$ cat src/rtl/execute_stage.sv
// EX stage of a 5-stage MIPS pipeline: ALU, branch target and destination mux feeding the EX/MEM register.
// One-cycle latency; ex_stall holds the register, ex_flush injects a bubble (control fields cleared).
module execute_stage (
   input  logic        clk,
   input  logic        rst,
   input  logic [1:0]  id_ex_wb,
   input  logic [2:0]  id_ex_mem,
   input  logic [3:0]  id_ex_execute,
   input  logic [31:0] id_ex_npc,
   input  logic [31:0] id_ex_readdat1,
   input  logic [31:0] id_ex_readdat2,
   input  logic [31:0] id_ex_sign_ext,
   input  logic [4:0]  id_ex_instr_bits_20_16,
   input  logic [4:0]  id_ex_instr_bits_15_11,
   input  logic        ex_stall,
   input  logic        ex_flush,
   output logic [1:0]  ex_mem_wb,
   output logic [2:0]  ex_mem_mem,
   output logic [31:0] ex_mem_branch_target,
   output logic        ex_mem_zero,
   output logic [31:0] ex_mem_alu_result,
   output logic [31:0] ex_mem_readdat2,
   output logic [4:0]  ex_mem_write_reg
);

   localparam logic [5:0] FUNCT_ADD = 6'b100000;
   localparam logic [5:0] FUNCT_SUB = 6'b100010;
   localparam logic [5:0] FUNCT_AND = 6'b100100;
   localparam logic [5:0] FUNCT_OR  = 6'b100101;
   localparam logic [5:0] FUNCT_SLT = 6'b101010;

   logic        reg_dst;
   logic        alu_src;
   logic [1:0]  alu_op;
   logic [5:0]  funct;
   logic [31:0] op_b;
   logic [31:0] alu_res;
   logic [31:0] branch_tgt;
   logic [4:0]  write_reg;

   assign reg_dst    = id_ex_execute[3];
   assign alu_src    = id_ex_execute[2];
   assign alu_op     = id_ex_execute[1:0];
   assign funct      = id_ex_sign_ext[5:0];
   assign op_b       = alu_src ? id_ex_sign_ext : id_ex_readdat2;
   assign branch_tgt = id_ex_npc + {id_ex_sign_ext[29:0], 2'b00};
   assign write_reg  = reg_dst ? id_ex_instr_bits_15_11 : id_ex_instr_bits_20_16;

   always_comb begin
      alu_res = 32'h0;
      case (alu_op)
         2'b00, 2'b11: alu_res = id_ex_readdat1 + op_b;
         2'b01:        alu_res = id_ex_readdat1 - op_b;
         default: begin
            // Unrecognised funct codes yield zero rather than an arbitrary op.
            case (funct)
               FUNCT_ADD: alu_res = id_ex_readdat1 + op_b;
               FUNCT_SUB: alu_res = id_ex_readdat1 - op_b;
               FUNCT_AND: alu_res = id_ex_readdat1 & op_b;
               FUNCT_OR:  alu_res = id_ex_readdat1 | op_b;
               FUNCT_SLT: alu_res = {31'b0, $signed(id_ex_readdat1) < $signed(op_b)};
               default:   alu_res = 32'h0;
            endcase
         end
      endcase
   end

   logic [1:0]  wb_q,     wb_d;
   logic [2:0]  mem_q,    mem_d;
   logic [31:0] bt_q,     bt_d;
   logic        zero_q,   zero_d;
   logic [31:0] alu_q,    alu_d;
   logic [31:0] rd2_q,    rd2_d;
   logic [4:0]  wreg_q,   wreg_d;

   always_comb begin
      wb_d   = wb_q;
      mem_d  = mem_q;
      bt_d   = bt_q;
      zero_d = zero_q;
      alu_d  = alu_q;
      rd2_d  = rd2_q;
      wreg_d = wreg_q;
      if (ex_flush || !ex_stall) begin
         // A flushed slot still carries data; only the control fields become a bubble.
         wb_d   = ex_flush ? 2'b00  : id_ex_wb;
         mem_d  = ex_flush ? 3'b000 : id_ex_mem;
         bt_d   = branch_tgt;
         zero_d = (alu_res == 32'h0);
         alu_d  = alu_res;
         rd2_d  = id_ex_readdat2;
         wreg_d = write_reg;
      end
   end

   always_ff @(posedge clk) begin
      if (rst) begin
         wb_q   <= 2'b00;
         mem_q  <= 3'b000;
         bt_q   <= 32'h0;
         zero_q <= 1'b0;
         alu_q  <= 32'h0;
         rd2_q  <= 32'h0;
         wreg_q <= 5'h0;
      end else begin
         wb_q   <= wb_d;
         mem_q  <= mem_d;
         bt_q   <= bt_d;
         zero_q <= zero_d;
         alu_q  <= alu_d;
         rd2_q  <= rd2_d;
         wreg_q <= wreg_d;
      end
   end

   assign ex_mem_wb            = wb_q;
   assign ex_mem_mem           = mem_q;
   assign ex_mem_branch_target = bt_q;
   assign ex_mem_zero          = zero_q;
   assign ex_mem_alu_result    = alu_q;
   assign ex_mem_readdat2      = rd2_q;
   assign ex_mem_write_reg     = wreg_q;

endmodule

$ cat config.mk
export PLATFORM = sky130hd
export DESIGN_NAME = execute_stage
export DESIGN_NICKNAME = d
export VERILOG_FILES = /design/src/rtl/execute_stage.sv
export SDC_FILE = /design/constraint.sdc
export NUM_CORES = 1
export LEC_CHECK = 0
export BUFFER_PORTS_ARGS = -buffer_cell sky130_fd_sc_hd__buf_4
export CORE_ASPECT_RATIO = 1.75
export CORE_MARGIN = 10
export CORE_UTILIZATION = 35
export DETAILED_ROUTE_END_ITERATION = 8
export MAX_ROUTING_LAYER = met4
export PLACE_DENSITY = 0.61
export REMOVE_ABC_BUFFERS = 1
export SYNTH_ARGS = -nofsm -noshare
export SYNTH_HDL_FRONTEND = slang
export SYNTH_SLANG_ARGS = --single-unit
$ cat constraint.sdc
create_clock -name clk -period 8.3 [get_ports clk]
set_input_delay 0.415 -clock clk [delete_from_list [all_inputs] [get_ports clk]]
set_output_delay 0.415 -clock clk [all_outputs]
set_load 0.05 [all_outputs]
==> run metrics, run 1 <==
initial antenna violation count 0; dominant cell type by area after synthesis dfxtp_1; # setup viols final 0; antenna-violating nets left 0; Mean Syn Cell Area 7.30 um^2; Ys Warns 0; adder-cell area share of the yosys netlist about 16%; CTS buffer count 9; final worst path period need around 5 ns; worst r2r src ex_mem_alu_result[4]$_SDFFE_PP0P_; setup TNS 0 ns; Core Region 33500 um^2; multiplexer share of the synthesized area under 10%; number of synthesized register bits about 110; Critical Path RT between 8 and 9 ns; commonest cells in the netlist 199 x nand2_1, 144 x a21oi_1, 144 x ha_1; GP Congestion about 0.98; Cell Area, Synth about 12000 um^2; fin cells about 2300; largest net degree at the start of global routing 65; hold path cells 3; WL per Instance about 22 um; Final Max Slew Viols 0; root buffer cell clkbuf_16; Post-synth top flop dfxtp_1; GRT overflow 0; Synth Area in Compound Gates 28.7%; pre-CTS WS between 2 and 3 ns; top-count cell post-synth nand2_1; xor-xnor portion of the synthesized cell area around 3.3%; worst slew margin relative to its limit a little under a quarter; Yosys top cell area share between 10% and 20%; FFs w/ async S/R, synth 0%; IO Port Bufs 257; Clock Skew 0 ns; worst hold slack between 0.2 and 0.3 ns; die area between 40000 and 50000 um^2; Worst-path clk slew 0.09 ns; cells after synthesis about 1600; actual slew at the worst max-slew pin roughly 1.1 ns; Final Cycle Share between 60% and 70%; Antenna Cells 0; Worst R2R End ex_mem_alu_result[4]$_SDFFE_PP0P_; first-pass GRT wire length 76600 um; num ports 258; drt initial violations about 900; PwrDens 155 nW/um^2; vias in the first global route between 10000 and 15000; CTS tree done; Seq/Total Area, Yosys a little under a fifth; Simple-Gate Fraction of Synth Area between 20% and 30%; leak pwr between 6 and 7 nW; row count 89; H-tree level count 3; Synth cell types 90; outcome complete, no violations; Initial Util between 30% and 40%; final worst setup slack ~3.3 ns; # fillers 3546; Die Ht about 260 um; placed wire-length estimate between 40000 and 50000 um; CTS sink cnt 107; worst vdd ir 0.115 mV; CTS Hold Bufs 0; Hold Path Class in -> reg; Skew-Pair Late Insertion Delay around 0.39 ns; Die W 159 um; Worst Reg-to-Reg Cells 2; hold path startpoint id_ex_readdat2[23]; Worst Hold End ex_mem_readdat2[23]$_SDFFE_PP0P_; Syn-to-layout area delta 21.8%; Vias around 13000; Detailed Routing Iterations Pass 1 5; synth top area cells dfxtp_1 18%, ha_1 15%, nand2_1 6.3%; Setup Crit Path Kind in -> reg; register-to-register setup slack roughly 7.5 ns; fmax approximately 200 MHz; Storage cell area about 2100 um^2; CP endpoint kind flop; final hold violation count 0; DR DRC count 0; RSZ-0062 raised after global routing no; Final #Nets ~2100; post-CTS sizing 0; critical path peak fanout 32; Tot GR Track Use about a quarter; Avg Vias per Cell approximately 5.7; max-cap viol count 0; share of layout cells above drive strength 1 roughly 18%; post-CTS setup buffers 0; Max clock buf depth 2; worst path arrival time 5.35 ns; Multi-input gate area 8920 um^2; placed cell count between 2000 and 2500; CP Launch Type input pin; Post-synth EDFFs 0; largest family of logic cells by synthesized area compound AO/OA/AOI/OAI gates; final wirelength 50700 um
-- cell families (layout without fill, tap and decap cells) --
family                   Yosys count  in the layout
buffers and inverters            204            399
multiplexers                      58             58
adder cells (fa/ha/maj)          147            147
flip-flops                       107            107
XOR/XNOR                          45             45
AND/OR/NAND/NOR                  562            562
AO/OA/AOI/OAI                    496            496
-- stage by stage --
stage / total power, W / util (%) / instance area (um^2)
6_report: 0.00223 / 42.9 / 14400
5_1_grt: 0.00235 / 42.9 / 14400
4_1_cts: 0.00224 / 42.9 / 14400
2_1_floorplan: 0.00135 / - / 11500
3_3_place_gp: 0.00174 / 42.0 / 14100
3_5_place_dp: 0.00175 / 42.0 / 14100
-- layout make-up --
cell class,count,share of cell area (%)
Clock buffer,9,1.56
Clock inverter,7,0.574
Inverter,113,2.95
Multi-Input combinational cell,1308,62.0
Sequential cell,107,14.9
Tap cell,455,3.96
Timing Repair Buffer,270,14.1
-- layout by cell type, fill, tap and decap left out, types with 6 or more instances in the layout --
master     count
a21o_1        15
or2_2          8
nand2_1      199
nor4_1        13
inv_1        111
o211ai_1      28
a221o_1        9
xnor2_1       33
dfxtp_1      107
o31ai_1       10
o221ai_1      11
clkbuf_16      9
or3_1         14
o21a_1        16
nor2_1       133
and2_1        14
o21ai_0       60
and3_1         9
nand2b_1      23
nor4b_1        9
a221oi_1      16
a211oi_1      35
o22ai_1       12
ha_1         144
a22oi_1       10
nand3_1       29
a211o_1        6
nor3_1        49
buf_4        270
nor2b_1       22
xor2_1        12
o21ai_1       10
a31oi_1       15
nand4_1       12
o21bai_1      13
mux2i_1       57
a21oi_1      142
-- layer usage --
metal / vias to the layer above / global-route usage, % / routed length, um / share of wire [%]
met4: 0 / 13.6 / 2620 / 5.2
met5: - / - / 0 / 0
li1: 6238 / - / - / -
met3: 139 / 3.55 / 2390 / 4.7
met1: 6158 / 23.3 / 18400 / 36
met2: 457 / 43.4 / 27300 / 54
-- worst max-delay path by stage --
stage / start / endpoint / slack (ns)
after floorplan: ex_flush / ex_mem_zero$_SDFFE_PP0P_ / 3.82
after detailed placement: id_ex_execute[2] / ex_mem_zero$_SDFFE_PP0P_ / 2.97
after global placement: id_ex_execute[2] / ex_mem_zero$_SDFFE_PP0P_ / 3.06
after CTS: id_ex_execute[2] / ex_mem_zero$_SDFFE_PP0P_ / 3.35
final: id_ex_execute[2] / ex_mem_zero$_SDFFE_PP0P_ / 3.28
after global routing: id_ex_execute[2] / ex_mem_zero$_SDFFE_PP0P_ / 2.93
-- worst max-delay path: stages --
cell,delay (ns)
buf_4,0.53
mux2i_1,0.31
inv_1,0.09
ha_1,0.24
fa_1,0.52
a211oi_4,0.28
o31ai_1,0.13
a21o_1,0.23
a21o_4,0.28
a21boi_1,0.49
nor2_1,0.13
o41ai_1,0.68
o22ai_1,0.18
o21ai_1,0.17
a21oi_1,0.09
or3_1,0.42
o21ai_1,0.13
-- where the power goes --
part / internal (W) / leakage (nW) / switching, W / total (W)
clock: 0.000239 / 0.145 / 0.000237 / 0.000476
sequential: 0.000563 / 0.887 / 0.0000268 / 0.000590
combinational: 0.000408 / 5.52 / 0.000752 / 0.00116
total: 0.00121 / 6.56 / 0.00102 / 0.00223
Note: power is estimated with default switching activity, not from simulation.
==> run 2, diff against run 1 <==
--- a/config.mk
+++ b/config.mk
@@ -11,7 +11,7 @@
 export CORE_UTILIZATION = 35
 export DETAILED_ROUTE_END_ITERATION = 8
 export MAX_ROUTING_LAYER = met4
-export PLACE_DENSITY = 0.61
+export PLACE_DENSITY = 0.64
 export REMOVE_ABC_BUFFERS = 1
 export SYNTH_ARGS = -nofsm -noshare
 export SYNTH_HDL_FRONTEND = slang
==> constraint.sdc (replaced) <==
create_clock -name clk -period 4.3 [get_ports clk]
set_input_delay 0.215 -clock clk [delete_from_list [all_inputs] [get_ports clk]]
set_output_delay 0.215 -clock clk [all_outputs]
set_load 0.05 [all_outputs]
==> run 2 against run 1 <==
Against the previous run:
- via count up 6.4%
- sequential power up 93%
- hold slack worse by 0.20 ns
- global-route usage up 1.0 points
- final cell count up 10%
- register-to-register slack worse by 4.0 ns
- wire length up 4.0%
- flip-flop and latch count unchanged
- cell area up 13%
==> run metrics, run 2 (synthesized netlist as in run 1, its figures left out) <==
worst slew margin relative to its limit 36.9% (+14 points); Vias 13823 (+6.4%); worst hold slack 0.0685 ns (-0.198 ns); Core Region 33500 um^2 (unchanged); fin cells 2501 (+10%); Avg Vias per Cell 5.53 (-3.5%); Worst Reg-to-Reg Cells 2 (unchanged); CTS buffer count 9 (unchanged); Die W 159 um (unchanged); placed wire-length estimate 43700 um (+9.1%); Setup Crit Path Kind in -> reg; Final Cycle Share between 90% and 100%; hold path startpoint id_ex_npc[0]; Multi-input gate area 9050 um^2 (+1.4%); Final Max Slew Viols 0 (unchanged); worst setup path end ex_mem_zero$_SDFFE_PP0P_; Hold Path Class in -> reg; worst path arrival time 4.45 ns (-0.90 ns); met3 usage in global routing 2.38% (-1.2 points); Final #Nets 2339 (+11%); leading cell type in the layout, fill and taps excluded buf_4; drt initial violations 784 (-14%); leak pwr 7.70 nW (+17%); GP Congestion 1.00 (+2.7%); M2 GR Usage 47.0% (+3.6 points); CP Launch Type input pin; Clock Skew 0 ns (unchanged); placed cell count 2484 (+10%); switching part of the total 44.4% (-1.2 points); Storage cell area 2140 um^2 (unchanged); CP endpoint kind flop; GRT overflow 0 (unchanged); Skew-Pair Late Insertion Delay 0.38 ns (about the same); Worst R2R End ex_mem_alu_result[4]$_SDFFE_PP0P_; Max clock buf depth 2 (unchanged); register-to-register setup slack 3.47 ns (-4.02 ns); final hold violation count 0 (unchanged); IO Port Bufs 257 (unchanged); root buffer cell clkbuf_16; num ports 258 (unchanged); final wirelength 52700 um (+4.0%); CP startpoint id_ex_execute[2]; Initial Util 35.3% (unchanged); pre-CTS WS -0.740 ns (-3.71 ns); largest net degree at the start of global routing 77 (+18%); vias in the first global route 14128 (+7.8%); worst r2r src ex_mem_alu_result[4]$_SDFFE_PP0P_; design internal power 0.00257 W (+110%); fmax ~240 MHz; WL per Instance 21.1 um (-5.6%); Sequential Power Share 24.5% (-2.0 points); final worst setup slack 0.175 ns (-3.10 ns); Detailed Routing Iterations Pass 1 5 (unchanged); Syn-to-layout area delta 37.7%; share of layout cells above drive strength 1 28.2% (+10 points); CTS tree done; Tot GR Track Use 24.7% (+1.0 points); NetSw 0.00206 W (+100%); critical path peak fanout 10 (-69%); Critical Path RT 4.62 ns (-4.01 ns); PwrDens 285 nW/um^2 (+84%); first-pass GRT wire length 80800 um (+5.5%); Die Ht 263 um (unchanged); final worst path period need around 4.1 ns; # fillers 3393 (-4.3%); CTS sink cnt 107 (unchanged); row count 89 (unchanged); GR peak layer met2; commonest non-fill, non-tap cells in the layout 499 x buf_4, 199 x nand2_1, 143 x a21oi_1; outcome complete, no violations; GR Util met1 24.6% (+1.3 points); initial antenna violation count 0 (unchanged); H-tree level count 3 (unchanged); Worst-path clk slew 0.09 ns (about the same); Logic pwr share 56.5% (+4.4 points); antenna-violating nets left 0 (unchanged); power share of the clock group 19.0% (-2.4 points); actual slew at the worst max-slew pin 0.944 ns (-0.200 ns); max-cap viol count 0 (unchanged); worst vdd ir 0.222 mV (+93%); die area 41800 um^2 (unchanged); Antenna Cells 0 (unchanged); RSZ-0062 raised after global routing no; DR DRC count 0 (unchanged); # setup viols final 0 (unchanged)
## run 2: changes by cell type in the layout (fill, tap and decap cells not counted), moves of 3 or more
| cell | before | now |
|---|---|---|
| nor4b_1 | 9 | 6 |
| nor4_1 | 13 | 10 |
| o21ai_0 | 60 | 56 |
| mux2i_1 | 57 | 54 |
| ha_2 | 0 | 4 |
| ha_1 | 144 | 140 |
| buf_4 | 270 | 499 |
| mux2i_2 | 0 | 3 |
## run 2: worst min-delay path by stage
stage,to,depth (start not counted)
finish,ex_mem_branch_target[0]$_SDFFE_PP0P_,3
global route,ex_mem_readdat2[24]$_SDFFE_PP0P_,3
CTS,ex_mem_branch_target[0]$_SDFFE_PP0P_,3
detailed placement,ex_mem_readdat2[27]$_SDFFE_PP0P_,2
global placement,ex_mem_readdat2[26]$_SDFFE_PP0P_,2
floorplan,ex_mem_alu_result[17]$_SDFFE_PP0P_,1
## run 2: repair_timing
action / in CTS / in global routing
hold buffers: 0 / 0
pin swaps: 0 / 5
resized for setup: 2 / 29
endpoints found under the setup margin: 1 / 1
buffers inserted: 0 / 1
## run 2: through the flow
| stage | total power (W) | cell area, um^2 | TNS [ns] | utilization (%) |
|---|---|---|---|---|
| floorplan | 0.00261 | 11500 | 0 | - |
| global placement | 0.00370 | 15800 | -0.783 | 47.2 |
| global route | 0.00490 | 16300 | 0 | 48.5 |
| finish | 0.00463 | 16300 | 0 | 48.5 |
| CTS | 0.00462 | 16100 | 0 | 48.1 |
| detailed placement | 0.00373 | 15800 | -0.765 | 47.2 |
## run 2: area by class of cell
| class | count | share of cell area (%) |
|---|---|---|
| clock buffers | 9 | 1.38 |
| clock inverters | 7 | 0.423 |
| inverters | 113 | 2.61 |
| multi-input cells | 1308 | 55.6 |
| flip-flops and latches | 107 | 13.2 |
| well taps | 455 | 3.50 |
| repair buffers | 502 | 23.3 |
## run 2: power groups by stage
stage	Sequential, W	Clock [W]	Combinational, W
CTS	0.00114	0.000910	0.00258
global placement	0.00116	0	0.00255
floorplan	0.00149	0	0.00112
global route	0.00115	0.000935	0.00281
finish	0.00114	0.000877	0.00262
detailed placement	0.00116	0	0.00257
## run 2: worst max-delay path, stage by stage
cell and delay (ns):
buf_4 0.13, buf_6 0.20, mux2i_1 0.34, ha_1 0.32, nand2_1 0.14, or3_1 0.44
a211o_1 0.35, buf_4 0.17, a311o_1 0.37, nand2_1 0.23, o311a_1 0.20, nor3_1 0.07
nor4_2 0.43, nand3_2 0.25, nor4_4 0.29, nand4_1 0.14, o21ai_1 0.14
## run 2: metal layers
metal  up-vias  share of wire, %
met5         -                 0
li1       6700                 -
met4         0               4.8
met1      6568                37
met3       127               3.4
met2       428                54
